[config.mk]
export PLATFORM = sky130hd
export DESIGN_NAME = block_move_ctrl
export DESIGN_NICKNAME = d
export VERILOG_FILES = /design/src/rtl/block_move_ctrl.sv
export SDC_FILE = /design/constraint.sdc
export NUM_CORES = 1
export LEC_CHECK = 0
export ABC_AREA = 1
export CAP_MARGIN = 20
export CORE_ASPECT_RATIO = 0.6
export CORE_MARGIN = 1
export CORE_UTILIZATION = 45
export DETAILED_ROUTE_END_ITERATION = 10
export PLACE_DENSITY = 0.66
export SLEW_MARGIN = 15
export SYNTH_ARGS = -nofsm -noshare
export SYNTH_HDL_FRONTEND = slang
export SYNTH_SLANG_ARGS = --single-unit
[constraint.sdc]
create_clock -name pixel_clk_i -period 4 [get_ports pixel_clk_i]
set_input_delay 0.8 -clock pixel_clk_i [delete_from_list [all_inputs] [get_ports pixel_clk_i]]
set_output_delay 0.8 -clock pixel_clk_i [all_outputs]
set_load 0.05 [all_outputs]
[src/rtl/block_move_ctrl.sv]
// Moving-block overlay motion controller: prescaled motion steps committed at frame start,
// bouncing between the border bounds, with a valid/ready port to place the block directly.
module block_move_ctrl #(
    parameter int H_DISP    = 1920,
    parameter int V_DISP    = 1080,
    parameter int VIDEO_CLK = 148500000,
    parameter int BLOCK_CLK = 100,
    parameter int SIDE_W    = 40,
    parameter int BLOCK_W   = 80,
    parameter int STEP      = 1
) (
    input  logic        pixel_clk_i,
    input  logic        sys_rst_i,
    input  logic        video_vs_i,
    input  logic        move_en_i,
    input  logic        cfg_valid_i,
    output logic        cfg_ready_o,
    input  logic [10:0] cfg_x_i,
    input  logic [10:0] cfg_y_i,
    input  logic [1:0]  cfg_dir_i,
    output logic [10:0] block_x_o,
    output logic [10:0] block_y_o,
    output logic        dir_x_o,
    output logic        dir_y_o,
    output logic        pos_update_o,
    output logic        busy_o
);

    localparam int P     = VIDEO_CLK / BLOCK_CLK;
    localparam int CNT_W = (P > 1) ? $clog2(P) : 1;

    localparam logic [10:0] X_MIN  = 11'(SIDE_W);
    localparam logic [10:0] Y_MIN  = 11'(SIDE_W);
    localparam logic [10:0] X_MAX  = 11'(H_DISP - SIDE_W - BLOCK_W);
    localparam logic [10:0] Y_MAX  = 11'(V_DISP - SIDE_W - BLOCK_W);
    localparam logic [10:0] STEP_W = 11'(STEP);

    typedef enum logic [1:0] {S_IDLE, S_WAIT, S_CALC, S_COMMIT} state_t;

    state_t             state_q, state_d;
    logic               vs_q;
    logic [CNT_W-1:0]   cnt_q, cnt_d;
    logic               pend_q, pend_d, pend_clr;
    logic [10:0]        pos_x_q, pos_x_d, pos_y_q, pos_y_d;
    logic               dir_x_q, dir_x_d, dir_y_q, dir_y_d;
    logic [10:0]        nxt_x_q, nxt_x_d, nxt_y_q, nxt_y_d;
    logic               nxt_dx_q, nxt_dx_d, nxt_dy_q, nxt_dy_d;
    logic               upd_q, upd_d;
    logic               rdy_q, rdy_d;
    logic               vs_rise, tick, cfg_acc, in_commit;

    // One axis step in 12 bits; returns {new_dir, new_pos}, pinned to [mn, mx].
    function automatic logic [11:0] step_axis(input logic [10:0] p, input logic dir,
                                              input logic [10:0] mn, input logic [10:0] mx);
        logic [11:0] up;
        up = {1'b0, p} + {1'b0, STEP_W};
        if (dir) begin
            if (up >= {1'b0, mx}) return {1'b0, mx};
            return {1'b1, up[10:0]};
        end
        if ({1'b0, p} <= {1'b0, mn} + {1'b0, STEP_W}) return {1'b1, mn};
        return {1'b0, p - STEP_W};
    endfunction

    function automatic logic [10:0] clamp(input logic [10:0] v, input logic [10:0] mn,
                                          input logic [10:0] mx);
        if (v < mn) return mn;
        if (v > mx) return mx;
        return v;
    endfunction

    assign vs_rise = video_vs_i & ~vs_q;
    assign tick    = move_en_i && (cnt_q == CNT_W'(P - 1));
    assign cfg_acc = cfg_valid_i & rdy_q;

    always_comb begin
        state_d  = state_q;
        pos_x_d  = pos_x_q;
        pos_y_d  = pos_y_q;
        dir_x_d  = dir_x_q;
        dir_y_d  = dir_y_q;
        nxt_x_d  = nxt_x_q;
        nxt_y_d  = nxt_y_q;
        nxt_dx_d = nxt_dx_q;
        nxt_dy_d = nxt_dy_q;
        upd_d    = 1'b0;
        pend_clr = 1'b0;

        unique case (state_q)
            S_IDLE, S_WAIT: begin
                if (cfg_acc) begin
                    // Placement wins over a same-cycle frame start; that frame's step is dropped.
                    pos_x_d  = clamp(cfg_x_i, X_MIN, X_MAX);
                    pos_y_d  = clamp(cfg_y_i, Y_MIN, Y_MAX);
                    dir_x_d  = cfg_dir_i[0];
                    dir_y_d  = cfg_dir_i[1];
                    upd_d    = 1'b1;
                    pend_clr = 1'b1;
                end else if (state_q == S_IDLE) begin
                    if (move_en_i) state_d = S_WAIT;
                end else if (!move_en_i) begin
                    state_d = S_IDLE;
                end else if (pend_q && vs_rise) begin
                    state_d  = S_CALC;
                    pend_clr = 1'b1;
                end
            end
            S_CALC: begin
                {nxt_dx_d, nxt_x_d} = step_axis(pos_x_q, dir_x_q, X_MIN, X_MAX);
                {nxt_dy_d, nxt_y_d} = step_axis(pos_y_q, dir_y_q, Y_MIN, Y_MAX);
                state_d = S_COMMIT;
            end
            S_COMMIT: begin
                pos_x_d = nxt_x_q;
                pos_y_d = nxt_y_q;
                dir_x_d = nxt_dx_q;
                dir_y_d = nxt_dy_q;
                state_d = move_en_i ? S_WAIT : S_IDLE;
            end
            default: state_d = S_IDLE;
        endcase

        if (!move_en_i)    pend_d = 1'b0;
        else if (tick)     pend_d = 1'b1;
        else if (pend_clr) pend_d = 1'b0;
        else               pend_d = pend_q;

        if (!move_en_i || tick) cnt_d = '0;
        else                    cnt_d = cnt_q + CNT_W'(1);

        rdy_d = (state_d == S_IDLE) || (state_d == S_WAIT);
    end

    always_ff @(posedge pixel_clk_i or posedge sys_rst_i) begin
        if (sys_rst_i) begin
            state_q  <= S_IDLE;
            vs_q     <= 1'b0;
            cnt_q    <= '0;
            pend_q   <= 1'b0;
            pos_x_q  <= X_MIN;
            pos_y_q  <= Y_MIN;
            dir_x_q  <= 1'b1;
            dir_y_q  <= 1'b1;
            nxt_x_q  <= X_MIN;
            nxt_y_q  <= Y_MIN;
            nxt_dx_q <= 1'b1;
            nxt_dy_q <= 1'b1;
            upd_q    <= 1'b0;
            rdy_q    <= 1'b0;
        end else begin
            state_q  <= state_d;
            vs_q     <= video_vs_i;
            cnt_q    <= cnt_d;
            pend_q   <= pend_d;
            pos_x_q  <= pos_x_d;
            pos_y_q  <= pos_y_d;
            dir_x_q  <= dir_x_d;
            dir_y_q  <= dir_y_d;
            nxt_x_q  <= nxt_x_d;
            nxt_y_q  <= nxt_y_d;
            nxt_dx_q <= nxt_dx_d;
            nxt_dy_q <= nxt_dy_d;
            upd_q    <= upd_d;
            rdy_q    <= rdy_d;
        end
    end

    // The computed step is presented throughout COMMIT and becomes the stored position at its end.
    assign in_commit    = (state_q == S_COMMIT);
    assign block_x_o    = in_commit ? nxt_x_q  : pos_x_q;
    assign block_y_o    = in_commit ? nxt_y_q  : pos_y_q;
    assign dir_x_o      = in_commit ? nxt_dx_q : dir_x_q;
    assign dir_y_o      = in_commit ? nxt_dy_q : dir_y_q;
    assign pos_update_o = upd_q | in_commit;
    assign busy_o       = (state_q == S_CALC) || in_commit;
    assign cfg_ready_o  = rdy_q;

endmodule
# ---- Word-level counts from Yosys, hierarchy flattened
# Index checks and enable logic that the tools add are counted.
dict set report totals {
  ff_bits 75
  word_cells 129
  output_inout_bits 27
  input_bits 29
}
dict set report classes {
  addsub 5
  n_reduce_logical 11
  eq_ne 7
  mux 80
  n_bitwise 4
  magnitude_cmp 8
}
# op n
set op_table {}
lappend op_table {{$mux W12} 12}
lappend op_table {{$mux W11} 12}
lappend op_table {{$mux W1} 45}
lappend op_table {{$pmux W11 S2} 2}
lappend op_table {{$add A11 B1 Y12 const B} 2}
lappend op_table {{$le A11 B6 Y1 const B} 2}
lappend op_table {{$lt A11 B6 Y1 const B} 2}
lappend op_table {{$sub A11 B1 Y11 const B} 2}
lappend op_table {{$add A21 B1 Y21 const B} 1}
lappend op_table {{$eq A21 B21 Y1 const B} 1}
lappend op_table {{$mux W21} 1}
lappend op_table {{$ge A12 B10 Y1 const B} 1}
lappend op_table {{$ge A12 B11 Y1 const B} 1}
lappend op_table {{$gt A11 B10 Y1 const B} 1}
lappend op_table {{$gt A11 B11 Y1 const B} 1}
lappend op_table {{$mux W2} 5}
lappend op_table {{$pmux W2 S3} 1}
lappend op_table {{$eq A2 B1 Y1 const B} 2}
lappend op_table {{$eq A2 B2 Y1 const B} 2}
lappend op_table {{$logic_not A2 Y1} 2}
lappend op_table {{$pmux W1 S2} 2}
lappend op_table {{$logic_or A1 B1 Y1} 3}
lappend op_table {{$ne A3 B1 Y1 const B} 1}
lappend op_table {{$and A1 B1 Y1} 2}
lappend op_table {{other kinds (8)} 9}

# ---- Depth between registers and ports, before layout
# Gate-level depths: netlist of the first run.
dict set report depth {
  depth_word 11
  mapped_depth 15
}

# ---- Least setup slack after synthesis of the first run
# Ideal clock, no wire load.
dict set report synth_timing {
  kind {register to output}
  from {reg dir_x_q}
  to {out dir_x_o}
  arrival_ps 1951
  path_stages_with_launch 4
  required_ps 3200
  n_path_buf 1
  setup_slack_ps 1249
  path_cell_list {dfstp_2 clkbuf_1 inv_1 o21ai_0}
}
dict set report synth_via {
  elab_chain_cells 1
}
# element line
set synth_lines {}
lappend synth_lines {{from (decl)} 45} ;# logic dir_x_q, dir_x_d, dir_y_q, dir_y_d;
lappend synth_lines {{from (signal assigned)} 157} ;# dir_x_q <= dir_x_d;
lappend synth_lines {{$mux W1} 172} ;# assign dir_x_o = in_commit ? nxt_dx_q : dir_x_q;
lappend synth_lines {{to (decl)} 23} ;# output logic dir_x_o,
# Every way passes these cells.

# ---- Worst setup path after layout of the first run
dict set report layout_timing {
  from {reg state_q[1]}
  to {out block_y_o[6]}
}
dict set report layout_via {
  elab_chain_cells 2
}
# element line
set layout_lines {}
lappend layout_lines {{from (decl)} 40} ;# state_t state_q, state_d;
lappend layout_lines {{from (signal assigned)} 151} ;# state_q <= state_d;
lappend layout_lines {{$eq A2 B2 Y1} 169} ;# assign in_commit = (state_q == S_COMMIT);
lappend layout_lines {{$mux W11} 171} ;# assign block_y_o = in_commit ? nxt_y_q : pos_y_q;
lappend layout_lines {{to (decl)} 22} ;# output logic [10:0] block_y_o,
# Every way passes these cells.

==> impl_metrics.toml, run 1 <==
[placement]
post-place-cells = 877
gpl.final_weighted_congestion = 0.967
place_worst_setup_slack_ns = 0.915
place_hpwl_um = 10800
io_buffers = 55

[sta]
final_sum_of_negative_setup_slack_ns = 0
rsz0062_at_grt = "no"
slew_headroom = 0.568
worst-slew-pin-transition_ns = 0.644
final.setup_skew_ns = 0.00603
min_period_ns = 3.54
timing.final.crit_share = 0.884
finalHoldViolCount = 0
finalSetupViolCount = 0
final.setup.worst_slack_ns = 0.464
slew_violations = 0
fmaxAchievable_mhz = 283

[worst_setup_path]
critical_path.cell_chain = "nand2_1, inv_1, buf_4, o21ai_0, clkdlybuf4s50_1"
critical_path_required_ns = 3.20
timing.critical_path.fanout_max = 18
endpoint_kind = "output port"
cp_slowest_stage_delay_ns = 0.91
arrival_ns = 2.74
setup.reg_to_reg.worst_slack_ns = 1.79
start_kind = "flip-flop"
r2r_cells = 10
reg2reg_from = "pos_x_q[2]"
path_class = "reg -> out"
worst_r2r_endpoint = "nxt_x_q[2]"
critical_path_slowest_stage_cell = "clkdlybuf4s50_1"

[hold_path]
worst_hold_path.num_cells = 2
timing.hold.worst_endpoint = "nxt_x_q[3]"
hold_start = "nxt_x_q[3]"
min_path_type = "reg -> reg"

[grt]
wire_length_of_the_first_global_routing_pass_um = 23900
grt_usage = 0.272
grt_max_degree = 76
antenna_found_initial = 0
grt_pass1_vias = 4655
globalRouteOverflowTotal = 0

[synth]
post_synth_instance_area_mm2 = 0.00493
yosysWarningCount = 0
number_of_enable_type_register_cells_in_the_synthesized_netlist = 0
ys_ff_latch = 75
synth-seq-area-share = 0.383
post_synth_inst_count = 700
async_flop_share = 1.00
synthesis.nets = 736
syn-mean-instance-area_um2 = 7.05
yosys.cell_types.count = 47
ys_dominant_reg_cell = "dfrtp_1"

[clocking]
post-cts-setup-buffer-count = 0
cts-root-to-sink-buffers = 2
post_cts_hold_buffer_count = 0
clock_tree_from_tritoncts = "built"
cts.root.buffer_cell = "clkbuf_16"
worstSkewPairLatency_ns = 0.35
cts.sink_count = 75
number_of_buffers_created_by_cts = 9
clk_pin_slew_ns = 0.06
clock_tree.htree_level_count = 3
cts-resized-gates = 0

[route]
total_number_of_vias = 5016
detail_route.first_pass.iterations = 5
drc_errors = 0
avgRoutedWirePerCell_um = 16.3
first_iter_violations = 557
drtAntennaViolNets = 0
finalWirelength_um = 14500
routed_via_density = 5.62

[final_layout]
num-nets-final = 785
area_growth_pct = 20.1
mostFrequentLayoutCell = "nand2_1"
area.sequential_mm2 = 0.00189
layout.filler_cells = 1015
multi_input_area_mm2 = 0.00259
stdcell_count = 893
antenna_cells = 0
most_frequent_cells_in_the_layout = "170 x nand2_1, 84 x nor2_1, 77 x inv_1"
drive_above_1_share = 0.0849

[floorplan]
coreArea_mm2 = 0.0106
die_x_um = 137
ioPinCount = 56
die_h_um = 83.1
design.die.area_mm2 = 0.0114
core.rowCount = 29
initial_core_util = 0.464

[status]
result_of_the_run = "completed"

[power_and_ir_drop]
vdd_drop_max_mv = 0.221
p_leak_uw = 0.00276
power_density_mw_per_mm2 = 383

[run]
maxCapViolations = 0
[registers in the layout, indices dropped and copies added (netlist names)]
signal       cells
cfg_ready_o      1
cnt_q           21
dir_x_q          1
dir_y_q          1
nxt_dx_q         1
nxt_dy_q         1
nxt_x_q         11
nxt_y_q         11
pend_q           1
pos_x_q         11
pos_y_q         11
state_q          2
upd_q            1
vs_q             1
[metal layers]
metal | routed length (µm) | vias up | global-route usage | share of wire
met3 | 1370 | 22 | 0.0672 | 0.094
met1 | 7280 | 2338 | 0.430 | 0.50
met2 | 5630 | 252 | 0.358 | 0.39
met5 | 0 | - | 0 | 0
met4 | 251 | 0 | 0.0739 | 0.017
li1 | - | 2404 | - | -
[power by group]
part / internal, µW / switching (µW) / leakage (µW)
clock network: 614 / 344 / 0.000166
logic: 151 / 302 / 0.00163
registers: 799 / 60.6 / 0.000960
total: 1560 / 706 / 0.00276
[synth_stat cells, types with 6 or more instances]
master | count | area share
nand2_1 | 170 | 0.13
nor2_1 | 84 | 0.064
inv_1 | 78 | 0.059
dfrtp_1 | 63 | 0.32
o21ai_0 | 56 | 0.057
a21oi_1 | 38 | 0.039
nand3_1 | 34 | 0.034
nand4_1 | 34 | 0.043
nor3_1 | 21 | 0.021
xor2_1 | 16 | 0.028
dfstp_2 | 12 | 0.064
buf_2 | 8 | 0.0081
ha_1 | 7 | 0.018
nand2_2 | 7 | 0.0089
o221ai_1 | 7 | 0.012
clkbuf_1 | 6 | 0.0046
[kinds of logic after synthesis]
family,after synthesis,share of synthesized area
AOI/OAI and AO/OA,121,0.136
xor gates and xnor gates,17,0.0302
adders and majority gates,7,0.0178
buffers and inverters,107,0.0905
DFF,75,0.383
and+or+nand+nor,373,0.342
[how the worst max path moves through the flow]
stage | depth (start not counted) | from | to | slack, ns
5_1_grt | 5 | state_q[1] | block_y_o[6] | 0.42
3_3_place_gp | 5 | state_q[1] | block_x_o[10] | 1.02
2_1_floorplan | 3 | dir_x_q | dir_x_o | 1.25
6_report | 5 | state_q[1] | block_y_o[6] | 0.46
3_5_place_dp | 5 | state_q[1] | block_y_o[6] | 0.92
4_1_cts | 5 | state_q[1] | block_y_o[6] | 0.53
[final cells by class]
class                   count  area share
well taps                 139      0.0293
flip-flops and latches     75       0.319
inverters                  85      0.0538
clock inverters             7      0.0209
clock buffers               9      0.0380
multi-input cells         518       0.438
repair buffers             60       0.101
[worst max-delay path, delay by kind of cell, from the launching register on]
| kind | cells | cell delay, ns |
|---|---|---|
| buffers and inverters | 3 | 1.23 |
| and+or+nand+nor | 1 | 0.34 |
| AOI/OAI and AO/OA | 1 | 0.37 |
| DFF | 1 | 0.45 |
[per-stage QoR]
step / util / hold slack [ns] / instance area [µm²] / power, µW
floorplan: - / 0.448 / 4930 / 1160
global placement: 0.525 / 0.460 / 5580 / 1310
detailed placement: 0.525 / 0.458 / 5580 / 1310
CTS: 0.557 / 0.469 / 5930 / 2270
global route: 0.557 / 0.503 / 5930 / 2360
finish: 0.557 / 0.469 / 5930 / 2270
(Power assumes the default switching activity.)
==> inputs of run 2 (changes only) <==
--- a/config.mk
+++ b/config.mk
@@ -11,7 +11,9 @@
 export CORE_MARGIN = 1
 export CORE_UTILIZATION = 45
 export DETAILED_ROUTE_END_ITERATION = 10
+export GPL_TIMING_DRIVEN = 0
 export PLACE_DENSITY = 0.66
+export RECOVER_POWER = 100
 export SLEW_MARGIN = 15
 export SYNTH_ARGS = -nofsm -noshare
 export SYNTH_HDL_FRONTEND = slang
==> impl_metrics.toml, run 2 (synthesized netlist as in run 1, its figures left out) <==
[floorplan]
die_x_um = 137
initial_core_util = 0.464
ioPinCount = 56
coreArea_mm2 = 0.0106
design.die.area_mm2 = 0.0114
core.rowCount = 29
die_h_um = 83.1

[grt]
global_route.peak_usage_layer = "met1"
grt_max_degree = 51
met1_global_route_usage = 0.440
grt_usage = 0.275
global_route.usage.met2 = 0.348
grt_pass1_vias = 4637
antenna_found_initial = 0
wire_length_of_the_first_global_routing_pass_um = 24100
met3_usage = 0.0946
globalRouteOverflowTotal = 0

[placement]
io_buffers = 55
place_worst_setup_slack_ns = 0.694
gpl.final_weighted_congestion = 0.964
post-place-cells = 895
place_hpwl_um = 11500
post_dp_cell_area_mm2 = 0.00569

[sta]
timing.final.crit_share = 0.924
worst-slew-pin-transition_ns = 1.26
final.setup.worst_slack_ns = 0.302
slew_headroom = 0.153
fmaxAchievable_mhz = 270
final_sum_of_negative_setup_slack_ns = 0
slew_violations = 0
finalSetupViolCount = 0
rsz0062_at_grt = "no"
final.setup_skew_ns = 0.00590
min_period_ns = 3.70
finalHoldViolCount = 0

[final_layout]
antenna_cells = 0
most_frequent_cells_in_the_layout = "171 x nand2_1, 86 x nor2_1, 78 x inv_1"
num-nets-final = 803
stdcell_count = 911
postLayoutCoreUtil = 0.557
largest_register_ff_count = 21
registers.top_by_ff_count = "cnt_q"
mostFrequentLayoutCell = "nand2_1"
drive_above_1_share = 0.0777
layout.filler_cells = 1011
area_growth_pct = 20.1
layout.cell_area.non_filler_mm2 = 0.00593

[clocking]
post_cts_hold_buffer_count = 0
cts-root-to-sink-buffers = 2
cts.sink_count = 75
clock_tree_from_tritoncts = "built"
clock_tree.htree_level_count = 3
cts-resized-gates = 0
clk_pin_slew_ns = 0.06
post-cts-setup-buffer-count = 0
number_of_buffers_created_by_cts = 9
cts.root.buffer_cell = "clkbuf_16"
worstSkewPairLatency_ns = 0.34

[worst_setup_path]
reg2reg_from = "pos_y_q[3]"
path_class = "reg -> out"
critical_path_slowest_stage_cell = "dlygate4sd3_1"
timing.critical_path.fanout_max = 10
setup.reg_to_reg.worst_slack_ns = 1.18
worst_r2r_endpoint = "nxt_y_q[7]"
start_kind = "flip-flop"
worstSetupEndpoint = "dir_x_o"
r2r_cells = 8
critical_path.cell_chain = "nand2_1, inv_1, buf_2, buf_2, nand2_1, o21ai_0, dlygate4sd3_1"
worstSetupStartpoint = "state_q[1]"
endpoint_kind = "output port"
arrival_ns = 2.90
critical_path_required_ns = 3.20
cp_slowest_stage_delay_ns = 0.91

[power_and_ir_drop]
p_leak_uw = 0.00281
power_density_mw_per_mm2 = 362
vdd_drop_max_mv = 0.210

[route]
total_number_of_vias = 5049
drtAntennaViolNets = 0
detail_route.first_pass.iterations = 5
routed_via_density = 5.54
drc_errors = 0
first_iter_violations = 439
finalWirelength_um = 14800
avgRoutedWirePerCell_um = 16.2

[hold_path]
min_path_type = "reg -> reg"

[run]
maxCapViolations = 0

[status]
result_of_the_run = "completed"
[run 2: cell types whose count changed in the layout (fill, tap and decap cells not counted), moves of 2 or more]
cell,before,now
clkbuf_1,0,13
inv_2,5,3
o21ai_0,56,58
clkinv_4,2,0
clkdlybuf4s50_1,54,25
buf_4,5,3
buf_2,0,6
clkbuf_8,0,2
nor2_4,4,2
bufinv_16,3,1
dlygate4sd3_1,0,30
nor2_1,84,86
[run 2: how the worst min path moves through the flow]
| stage | start | to | slack (ns) | cells after the start |
|---|---|---|---|---|
| floorplan | nxt_x_q[3] | nxt_x_q[3] | 0.45 | 2 |
| global placement | nxt_x_q[3] | nxt_x_q[3] | 0.46 | 2 |
| detailed placement | nxt_x_q[1] | nxt_x_q[1] | 0.47 | 2 |
| CTS | nxt_x_q[1] | nxt_x_q[1] | 0.48 | 2 |
| global route | nxt_y_q[0] | nxt_y_q[0] | 0.51 | 2 |
| finish | nxt_y_q[0] | nxt_y_q[0] | 0.48 | 2 |
[run 2: layout make-up]
| type | count | area [µm²] | share of cell area |
|---|---|---|---|
| Buffer | 22 | 114 | 0.0192 |
| Clock buffer | 13 | 260 | 0.0439 |
| Clock inverter | 3 | 46.3 | 0.00781 |
| Inverter | 85 | 320 | 0.0541 |
| Multi-Input combinational cell | 518 | 2560 | 0.433 |
| Sequential cell | 75 | 1890 | 0.319 |
| Tap cell | 139 | 174 | 0.0293 |
| Timing Repair Buffer | 56 | 556 | 0.0938 |
[run 2: metrics by stage]
step,power [µW],hold slack (ns)
2_1_floorplan,1160,0.448
3_3_place_gp,1320,0.459
3_5_place_dp,1330,0.466
4_1_cts,2160,0.481
5_1_grt,2230,0.509
6_report,2140,0.482
[run 2: report_power, final]
part	switching [µW]	internal, µW	total, µW	leakage (µW)
Combinational	321	148	469	0.00170
Clock	317	520	837	0.000146
Sequential	38.0	798	836	0.000960
[run 2: critical path, delay by kind of cell (launching register included)]
kind | cells | cell delay [ns]
compound gates | 1 | 0.13
buf+inv | 4 | 1.76
flops | 1 | 0.42
simple gates | 2 | 0.24
[run 2: routing by layer]
metal  vias up  part of all wire
met3        15             0.099
li1       2441                 -
met4         0             0.011
met2       215              0.38
met1      2378              0.51
met5         -                 0
